[src/rtl/exposure_timer.sv]
// ---------------------------------------------------------------------------
// exposure_timer
//
// Holds the user-adjustable camera exposure time and times one exposure on
// request from the exposure-control FSM.
//
// The exposure time changes in whole units on rising edges of the
// exp_increase / exp_decrease buttons. It saturates at EXP_MIN and EXP_MAX and
// can only change while idle. A start sample in IDLE latches the current
// exposure time and counts it down, one unit every CLK_PER_UNIT cycles. When
// the exposure has elapsed, ovf5 pulses for exactly one cycle.
//
// Ports:
//   clk           in   system clock, all logic on posedge
//   reset         in   synchronous, active-high reset
//   exp_increase  in   button level; a rising edge requests +1 unit
//   exp_decrease  in   button level; a rising edge requests -1 unit
//   start         in   level from control FSM; sampled high in IDLE starts
//   ovf5          out  registered one-cycle "exposure elapsed" pulse
//   busy          out  registered; high while an exposure is being timed
//   exp_time      out  current exposure time in units (EXP_W bits)
// ---------------------------------------------------------------------------
module exposure_timer #(
  parameter int CLK_PER_UNIT = 4,
  parameter int EXP_W        = 5,
  parameter int EXP_MIN      = 2,
  parameter int EXP_MAX      = 30,
  parameter int EXP_DEFAULT  = 10
) (
  input  logic             clk,
  input  logic             reset,
  input  logic             exp_increase,
  input  logic             exp_decrease,
  input  logic             start,
  output logic             ovf5,
  output logic             busy,
  output logic [EXP_W-1:0] exp_time
);

  // The prescaler is at least one bit wide, so CLK_PER_UNIT=1 still has a
  // legal register. In that case it sits at 0, which is also its last value,
  // so a unit elapses every cycle.
  localparam int PW = (CLK_PER_UNIT > 1) ? $clog2(CLK_PER_UNIT) : 1;

  localparam logic [PW-1:0]    PRESC_LAST  = PW'(CLK_PER_UNIT - 1);
  localparam logic [EXP_W-1:0] EXP_MIN_V   = EXP_W'(EXP_MIN);
  localparam logic [EXP_W-1:0] EXP_MAX_V   = EXP_W'(EXP_MAX);
  localparam logic [EXP_W-1:0] EXP_DEF_V   = EXP_W'(EXP_DEFAULT);
  localparam logic [EXP_W-1:0] EXP_ONE     = EXP_W'(1);

  typedef enum logic [1:0] {
    ST_IDLE  = 2'd0,
    ST_COUNT = 2'd1,
    ST_DONE  = 2'd2
  } state_t;

  state_t           state_q, state_d;
  logic [PW-1:0]    presc_q, presc_d;
  logic [EXP_W-1:0] remaining_q, remaining_d;
  logic [EXP_W-1:0] exp_time_q, exp_time_d;
  logic             ovf5_q, ovf5_d;
  logic             busy_q, busy_d;
  logic             inc_prev_q, dec_prev_q;

  logic             inc_edge;
  logic             dec_edge;

  // Edges come from the previous button level. The history flops track the
  // buttons in every state, so a button that goes high during an exposure
  // does not produce a step later on.
  assign inc_edge = exp_increase & ~inc_prev_q;
  assign dec_edge = exp_decrease & ~dec_prev_q;

  always_ff @(posedge clk) begin
    if (reset) begin
      state_q     <= ST_IDLE;
      presc_q     <= '0;
      remaining_q <= '0;
      exp_time_q  <= EXP_DEF_V;
      ovf5_q      <= 1'b0;
      busy_q      <= 1'b0;
      inc_prev_q  <= 1'b0;
      dec_prev_q  <= 1'b0;
    end else begin
      state_q     <= state_d;
      presc_q     <= presc_d;
      remaining_q <= remaining_d;
      exp_time_q  <= exp_time_d;
      ovf5_q      <= ovf5_d;
      busy_q      <= busy_d;
      inc_prev_q  <= exp_increase;
      dec_prev_q  <= exp_decrease;
    end
  end

  always_comb begin
    state_d     = state_q;
    presc_d     = presc_q;
    remaining_d = remaining_q;
    exp_time_d  = exp_time_q;
    ovf5_d      = 1'b0;   // ovf5 is set only on the edge that enters DONE
    busy_d      = busy_q;

    case (state_q)
      ST_IDLE: begin
        if (start) begin
          // start has priority, so a button edge in this cycle is dropped.
          state_d     = ST_COUNT;
          remaining_d = exp_time_q;
          presc_d     = '0;
          busy_d      = 1'b1;
        end else if (inc_edge && !dec_edge && (exp_time_q < EXP_MAX_V)) begin
          exp_time_d = exp_time_q + EXP_ONE;
        end else if (dec_edge && !inc_edge && (exp_time_q > EXP_MIN_V)) begin
          exp_time_d = exp_time_q - EXP_ONE;
        end
      end

      ST_COUNT: begin
        if (presc_q == PRESC_LAST) begin
          presc_d     = '0;
          remaining_d = remaining_q - EXP_ONE;
          if (remaining_q == EXP_ONE) begin
            state_d = ST_DONE;
            ovf5_d  = 1'b1;
          end
        end else begin
          presc_d = presc_q + PW'(1);
        end
      end

      ST_DONE: begin
        state_d = ST_IDLE;
        busy_d  = 1'b0;
      end

      default: begin
        state_d = ST_IDLE;
        busy_d  = 1'b0;
      end
    endcase
  end

  assign ovf5     = ovf5_q;
  assign busy     = busy_q;
  assign exp_time = exp_time_q;

endmodule

[config.mk]
export PLATFORM = sky130hd
export DESIGN_NAME = exposure_timer
export DESIGN_NICKNAME = d
export VERILOG_FILES = /design/src/rtl/exposure_timer.sv
export SDC_FILE = /design/constraint.sdc
export NUM_CORES = 1
export LEC_CHECK = 0
export ABC_AREA = 1
export CAP_MARGIN = 30
export CORE_UTILIZATION = 34
export CTS_CLUSTER_SIZE = 25
export DETAILED_ROUTE_END_ITERATION = 12
export SYNTH_ARGS = -nofsm -noshare
export SYNTH_HDL_FRONTEND = slang
export SYNTH_SLANG_ARGS = --single-unit
export TNS_END_PERCENT = 5
[constraint.sdc]
create_clock -name clk -period 2.1 [get_ports clk]
set_clock_uncertainty 0.15 [all_clocks]
set_input_delay 0.21 -clock clk [delete_from_list [all_inputs] [get_ports clk]]
set_output_delay 0.21 -clock clk [all_outputs]
set_load 0.005 [all_outputs]
# ---- Yosys cells after proc, flatten, opt, wreduce, memory -nomap -nowiden
# Index checks and enable logic that the tools add are counted.
dict set report totals {
  output_inout_bits 7
  in_bits 5
  regBits 18
  elab_cells 57
}
dict set report classes {
  n_eq_ne 6
  addsub 4
  bitwise_logic 7
  n_reduce_logical 15
  order_cmp 2
  muxes 15
}
# op count
set op_table {}
lappend op_table {{two-way mux 5 bit} 4}
lappend op_table {{two-way mux 2 bit} 5}
lappend op_table {{one-hot mux 5 bit (2 select lines)} 1}
lappend op_table {{subtractor 5 x 1 -> 5 bit, second input constant} 2}
lappend op_table {{AND reduction 3 bit} 3}
lappend op_table {{one-hot mux 2 bit (2 select lines)} 2}
lappend op_table {{!= test 2 bit, second input constant} 3}
lappend op_table {{adder 5 x 1 -> 5 bit, second input constant} 1}
lappend op_table {{equality test 5 x 1 -> 1 bit, second input constant} 1}
lappend op_table {{> comparator 5 x 2 -> 1 bit, second input constant} 1}
lappend op_table {{< comparator 5 bit, second input constant} 1}
lappend op_table {{NOT 1 bit} 5}
lappend op_table {{logical AND 1 bit} 4}
lappend op_table {{AND reduction 2 bit} 2}
lappend op_table {{nonzero test 2 bit} 2}
lappend op_table {{OR reduction 3 bit} 1}
lappend op_table {{adder 2 x 1 -> 2 bit, second input constant} 1}
lappend op_table {{bitwise AND 1 bit} 2}
lappend op_table {{equality test 2 x 1 -> 1 bit, second input constant} 1}
lappend op_table {{equality test 2 bit, second input constant} 1}
lappend op_table {{zero test 1 bit} 2}
lappend op_table {{zero test 2 bit} 1}
lappend op_table {{two-way mux 1 bit} 2}
lappend op_table {{one-hot mux 1 bit (2 select lines)} 1}

# ---- Logic depth before layout (Yosys ltp)
# Gate-level depths: netlist (run 1).
dict set report logic_depth {
  depth_word 7
  ltp_mapped 14
}

# ---- Worst setup path after synthesis (run 1)
# OpenSTA, ideal clock, no wires.
dict set report synth_path {
  path_type {reg2reg}
  startpoint {register exp_time_q[1] (netlist: exp_time[1])}
  endpoint {register exp_time_q[4] (netlist: exp_time[4])}
  stages_incl_launch_ff 14
  slack_ns 0.312
  arrival_time_ns 1.525
  period_less_slack_ns 1.788
  cell_sequence {dfxtp_1 -> nand2_1 -> inv_1 -> nand2_1 -> nand2_2 -> fa_1 -> nand3_1 -> nand3_1 -> nand2_1 -> nand2_1 -> nor2_2 -> nand2_1 -> nand2_1 -> nor2_1}
}
dict set report synth_between {
  elab_chain_cells 4
  elab_cells_between_ends 10
  cone_classes {add/sub (2); order compare (2); mux (2); reduce/logical (4)}
}
# element line_no
set synth_lines {}
lappend synth_lines {{start, declared} 60} ;# logic [EXP_W-1:0] exp_time_q, exp_time_d;
lappend synth_lines {{start signal, assigned} 88} ;# exp_time_q <= exp_time_d;
lappend synth_lines {{< comparator 5 bit or > comparator 5 x 2 -> 1 bit (tied branches)} {112, 114}}
lappend synth_lines {{logical AND 1 bit (on tied branches)} {112, 114}}
lappend synth_lines {{nonzero test 2 bit (no source line)} -}
lappend synth_lines {{AND reduction 3 bit (no source line)} -}
# Parallel ways exist; a longest one is shown, timed or not. The select of a mux whose other input is x is not followed.
# A chain may end at the register's enable or synchronous reset.

# ---- Worst setup path in the final report (run 1)
dict set report layout_path {
  startpoint {register exp_time_q[4] (netlist: exp_time[4])}
  endpoint {register exp_time_q[4] (netlist: exp_time[4])}
}
# The elaborated chain is that of the path after synthesis.

==> results of run 1 <==
## cells in the final DEF (no fill, tap or decap), types with 2 or more instances in the layout
cell type	n
a21oi_1	10
a31oi_1	2
buf_4	8
clkbuf_4	3
clkdlybuf4s50_1	11
dfxtp_1	17
ha_1	6
inv_1	19
inv_2	3
nand2_1	28
nand2_2	3
nand2_4	2
nand3_1	7
nor2_1	16
nor3_1	3
o21ai_0	7
o21ai_1	2
xor2_1	3
## power by group
part           switching, mW  total, mW  internal (mW)
Sequential            0.0190      0.388          0.369
Clock                  0.108      0.213          0.106
Combinational          0.131      0.240          0.108
## final timing paths
path                                               endpoint  slack [ns]                        start
worst max register to register     exp_time[4]$_SDFFE_PP0P_        0.19     exp_time[4]$_SDFFE_PP0P_
worst max-delay path               exp_time[4]$_SDFFE_PP0P_        0.19     exp_time[4]$_SDFFE_PP0P_
worst min register to register  remaining_q[2]$_SDFFE_PP0P_        0.32  remaining_q[2]$_SDFFE_PP0P_
worst min-delay path            remaining_q[2]$_SDFFE_PP0P_        0.32  remaining_q[2]$_SDFFE_PP0P_
## layout make-up
type                            count  area, µm²
Inverter                           22       82.6
Clock buffer                        4       36.3
Sequential cell                    18        362
Fill cell                         296       1550
Timing Repair Buffer               19        170
Tap cell                           31       38.8
Multi-Input combinational cell     99        567
## routing by layer
layer  share of wire  global-route usage  vias to the layer above
li1                -                   -                      495
met1            0.49               0.195                      417
met2            0.46               0.239                       20
met3           0.042              0.0346                        2
met4          0.0059              0.0418                        0
met5               0                   0                        -
## state kept, by name, summed over array words and instances, names as in the netlist
name / count
exp_time: 5
state_q: 2
remaining_q: 5
inc_prev_q: 1
dec_prev_q: 1
ovf5: 1
presc_q: 2
busy: 1
## worst register-to-register path, stage by stage, from the launching register on
cell and delay [ns]:
dfxtp_2 0.37, nand2_1 0.10, inv_1 0.05, nand2_1 0.07, nand2_2 0.10, fa_1 0.41, nand3_1 0.09, nand3_1 0.09
nand2_1 0.07, nand2_1 0.06, nor2_2 0.09, nand2_1 0.06, nand2_1 0.06, nor2_1 0.04
## kinds of logic (layout without fill, tap and decap cells)
group,count (synthesis),after routing,synth area share
and+or+nand+nor,63,63,0.292
DFF,18,18,0.352
AOI/OAI and AO/OA,26,26,0.143
adders and majority gates,7,7,0.0928
xor gates and xnor gates,3,3,0.0256
buffers and inverters,24,45,0.0952
==> reports/qor.csv, run 1 <==
metric,value,unit
status,"complete, but fails checks",
violated checks,design-rule violations,
Netlist cell types,27,
"Core Util, Final",0.448,
DP Area,1220,µm²
die area,3240,µm²
critical path peak fanout,6,
Die X,56.9,µm
CTS tree,done,
GRT overflow,0,
cell accounting for the most synthesized area,dfxtp_1,
CTS buffer count,3,
post-place setup slack,-0.119,ns
Synth top area share,0.352,
cts hold-fix bufs,0,
Pwr per Cell Area,670,nW/µm²
crit-path cells,nand2_1 > inv_1 > nand2_1 > nand2_2 > fa_1 > nand3_1 > nand3_1 > nand2_1 > nand2_1 > nor2_2 > nand2_1 > nand2_1 > nor2_1,
RePlAce Congestion,0.759,
IO Port Bufs,11,
pin count of the biggest net entering global routing,12,
Final Max Slew Viols,0,
I/O pins,12,
synth top area cells,"dfxtp_1, nand2_1, ha_1",
count of final hold-check violations,0,
Lkg Pwr,0.583,nW
setup bufs post-CTS,0,
hpwl dp,1.59,mm
Levels on crit path,13,
asr flop ratio synth,0,
Post-Syn Area,1020,µm²
CP most frequent cell,nand2_1,
die height,56.9,µm
vias in the first global route,882,
worst ir drop on vdd,0.275,mV
hold depth,2,
Worst Hold Margin,0.318,ns
Max Cap Viol,0,
critical path class,flip-flop to flip-flop,
CTS resizes,0,
Peak Freq,524,MHz
Tcrit/Tclk final,0.909,
Finished Layout Cells,193,
most common cell in the netlist,nand2_1,
row cnt,19,
Synthesis Warnings,0,
Critical-path top delay cell,fa_1,
ANT cells,0,
H-tree depth,1,
via/cell ratio,4.84,
layout cells sized above 1,0.154,
type of the worst min-delay path,flip-flop to flip-flop,
Syn Nets,153,
DR WL/cell,10.6,µm
initial drt markers,37,
CP bufs+invs,1,
initial antenna violation count,0,
Nets,175,
Inst Count DP,189,
"Seq/Total Area, Yosys",0.352,
"CP delay by family, top",simple AND/OR/NAND/NOR gates,
Post-synth EDFFs,0,
Sink Count,18,
vias post-DR,934,
CTS max path bufs,2,
Worst path max stage delay,0.41,ns
Total Power,0.841,mW
Initial Util,0.365,
core area,2810,µm²
Routed Antenna Nets,0,
Worst setup EP type,flip-flop,
clock tree root buffer cell,clkbuf_4,
fin area,1260,µm²
RSZ-0062 raised after global routing,false,
"Primary FF master, synth",dfxtp_1,
final setup margin,0.191,ns
Slew @ Worst Pin,0.344,ns
"flops & latches, synth",18,
worst skew pair latency,0.29,ns
syn_area_per_cell,7.27,µm²
"top cells by count, synth","nand2_1, inv_1, dfxtp_1, nor2_1, a21oi_1",
DRC errors left,4,
Cells after Synth,141,
R2R depth,13,
TNS Setup,0,ns
setup violators final,0,
CP required,2.13,ns
DR pass1 iterations,8,
Worst slew margin,0.769,
routed wire length,2.05,mm
gr usage total,0.147,
"CTS clk-pin slew, worst paths",0.11,ns
global-route wire length before repair,3.80,mm
minimum clock period,1.91,ns
"Data arrival, critical path",1.94,ns
Setup crit start kind,flip-flop,
P&R area growth vs syn,22.6,%
Note: power is estimated with default switching activity, not from simulation.
==> run 2, diff against run 1 <==
- ABC_CLOCK_PERIOD_IN_PS: unset -> 2100
==> results of run 2 <==
Final layout, timing and power as in run 1 (identical DEF).
==> run 3, diff against run 2 <==
- DONT_BUFFER_PORTS: unset -> 1
==> run 3 against run 2 <==
Net effect: clock power down 19%; critical path depth unchanged; largest cell class unchanged; worst hold slack worse by 0.31 ns; final cell count down 5.7%; via count down 4.2%; the flow still finishes with violations (design-rule violations); highest routed layer unchanged; utilization down 2.4 points; critical endpoint unchanged; register-to-register slack about the same; setup slack better by 0.0069 ns; maximum frequency up 0.36%; critical path type unchanged; sequential share of layout area up 1.6 points; count of clock-buffer cells in the layout down 1; sequential power about the same.
==> reports/qor.csv, run 3 (synthesis results as in run 1) <==
metric,value,unit,change
core area,2810,µm²,unchanged
layout cells sized above 1,0.179,,+0.0245
I/O pins,12,,unchanged
initial antenna violation count,0,,unchanged
CTS tree,done,,
DRC errors left,4,,unchanged
"commonest cells after routing, fill and taps aside","nand2_1, inv_1, dfxtp_1",,
FF-to-FF End,exp_time[4]$_SDFFE_PP0P_,,
Setup crit start kind,flip-flop,,
Worst setup EP type,flip-flop,,
RePlAce Congestion,0.768,,+1.2%
H-tree depth,1,,unchanged
minimum clock period,1.90,ns,-0.00689 ns
Worst slew margin,0.747,,-0.0219
clock tree root buffer cell,clkbuf_4,,
RSZ-0062 raised after global routing,false,,
Sink Count,18,,unchanged
die area,3240,µm²,unchanged
gr usage total,0.150,,+0.00295
post-place setup slack,0.155,ns,+0.273 ns
Pwr per Cell Area,665,nW/µm²,-0.63%
setup violators final,0,,unchanged
RR Startpoint,exp_time[3]$_SDFFE_PP1P_,,
Initial Util,0.365,,unchanged
Finished Layout Cells,182,,-5.7%
"commonest non-fill, non-tap cell in the layout",nand2_1,,
crit path launch,exp_time[3]$_SDFFE_PP1P_,,
Max Cap Viol,0,,unchanged
CTS buffer count,3,,unchanged
Reg2Reg Setup Slack,0.20,ns,about the same
final setup margin,0.198,ns,+0.00689 ns
critical path peak fanout,6,,unchanged
violated checks,design-rule violations,,
Nets,165,,-5.7%
Peak Freq,526,MHz,+0.36%
routed wire length,2.13,mm,+3.7%
vias post-DR,895,,-4.2%
Inst Count DP,173,,-8.5%
CTS max path bufs,2,,unchanged
global-route wire length before repair,3.75,mm,-1.1%
via/cell ratio,4.92,,+1.6%
CP required,2.14,ns,about the same
type of the worst min-delay path,primary input to flip-flop,,
ANT cells,0,,unchanged
Tcrit/Tclk final,0.906,,-0.00328
row cnt,19,,unchanged
IO Port Bufs,0,,-11
initial drt markers,13,,-65%
DR pass1 iterations,8,,unchanged
worst skew pair latency,0.29,ns,about the same
hpwl dp,1.63,mm,+3.0%
"Core Util, Final",0.424,,-0.0236
Die X,56.9,µm,unchanged
count of final hold-check violations,0,,unchanged
TNS Setup,0,ns,unchanged
status,"complete, but fails checks",,
Slew @ Worst Pin,0.378,ns,+0.0342 ns
die height,56.9,µm,unchanged
"CTS clk-pin slew, worst paths",0.10,ns,about the same
"Data arrival, critical path",1.94,ns,about the same
worst ir drop on vdd,0.397,mV,+44%
Routed Antenna Nets,0,,unchanged
vias in the first global route,856,,-2.9%
P&R area growth vs syn,16.1,%,
Worst setup endpoint,exp_time[4]$_SDFFE_PP0P_,,
DR WL/cell,11.7,µm,+9.9%
GRT overflow,0,,unchanged
Lkg Pwr,0.549,nW,-5.9%
critical path class,flip-flop to flip-flop,,
Final Max Slew Viols,0,,unchanged
R2R depth,13,,unchanged
pin count of the biggest net entering global routing,12,,unchanged
==> run 3: worst min path at each step <==
stage | end | slack, ns | cells past startpoint | start
6_report | exp_time[1]$_SDFFE_PP1P_ | 0.008 | 2 | reset
5_1_grt | exp_time[1]$_SDFFE_PP1P_ | 0.04 | 2 | reset
4_1_cts | exp_time[1]$_SDFFE_PP1P_ | 0.002 | 2 | reset
3_5_place_dp | remaining_q[3]$_SDFFE_PP0P_ | 0.13 | 1 | reset
3_3_place_gp | remaining_q[3]$_SDFFE_PP0P_ | 0.12 | 1 | reset
2_1_floorplan | dec_prev_q$_SDFF_PP0_ | 0.18 | 2 | exp_decrease
==> run 3: layer usage <==
metal / global-route usage / wire length, µm
met5: 0 / 0
met4: 0.0314 / 17
met1: 0.185 / 967
met3: 0.0530 / 114
met2: 0.252 / 1030
==> run 3: what timing repair did <==
action / CTS / global route
setup buffers: 0 / 2
endpoints found under the hold margin: 10 / 0
resized for setup: 0 / 8
setup endpoints to repair: 0 / 1
hold buffers: 4 / 0
==> run 3: worst max-delay path, cell delays in order, from the launching register on <==
cell     delay, ns
dfxtp_2       0.38
nand2_1       0.09
inv_1         0.04
nand2_1       0.07
nand2_2       0.13
fa_2          0.41
nand3_2       0.07
nand3_2       0.06
nand2_1       0.07
nand2_1       0.06
nor2_2        0.12
nand2_1       0.07
nand2_1       0.05
nor2_1        0.04
==> run 3: layout make-up <==
cell class	instances	area, µm²
clock buffers	3	22.5
repair buffers	9	80.1
flip-flops and latches	18	362
multi-input cells	99	604
inverters	22	82.6
well taps	31	38.8
fillers	288	1620
==> run 3: through the flow <==
| step | hold slack (ns) | power (mW) | cell area, µm² |
|---|---|---|---|
| 3_5_place_dp | 0.126 | 0.598 | 1070 |
| 3_3_place_gp | 0.124 | 0.589 | 1070 |
| 5_1_grt | 0.0379 | 0.851 | 1190 |
| 4_1_cts | 0.00233 | 0.778 | 1130 |
| 6_report | 0.00801 | 0.792 | 1190 |
| 2_1_floorplan | 0.185 | 0.559 | 1020 |
==> run 3: where the power goes <==
group	total (mW)	internal [mW]	leakage (nW)	switching, mW
Combinational	0.229	0.0962	0.387	0.132
Clock	0.172	0.0666	0.0138	0.106
Sequential	0.391	0.369	0.148	0.0215
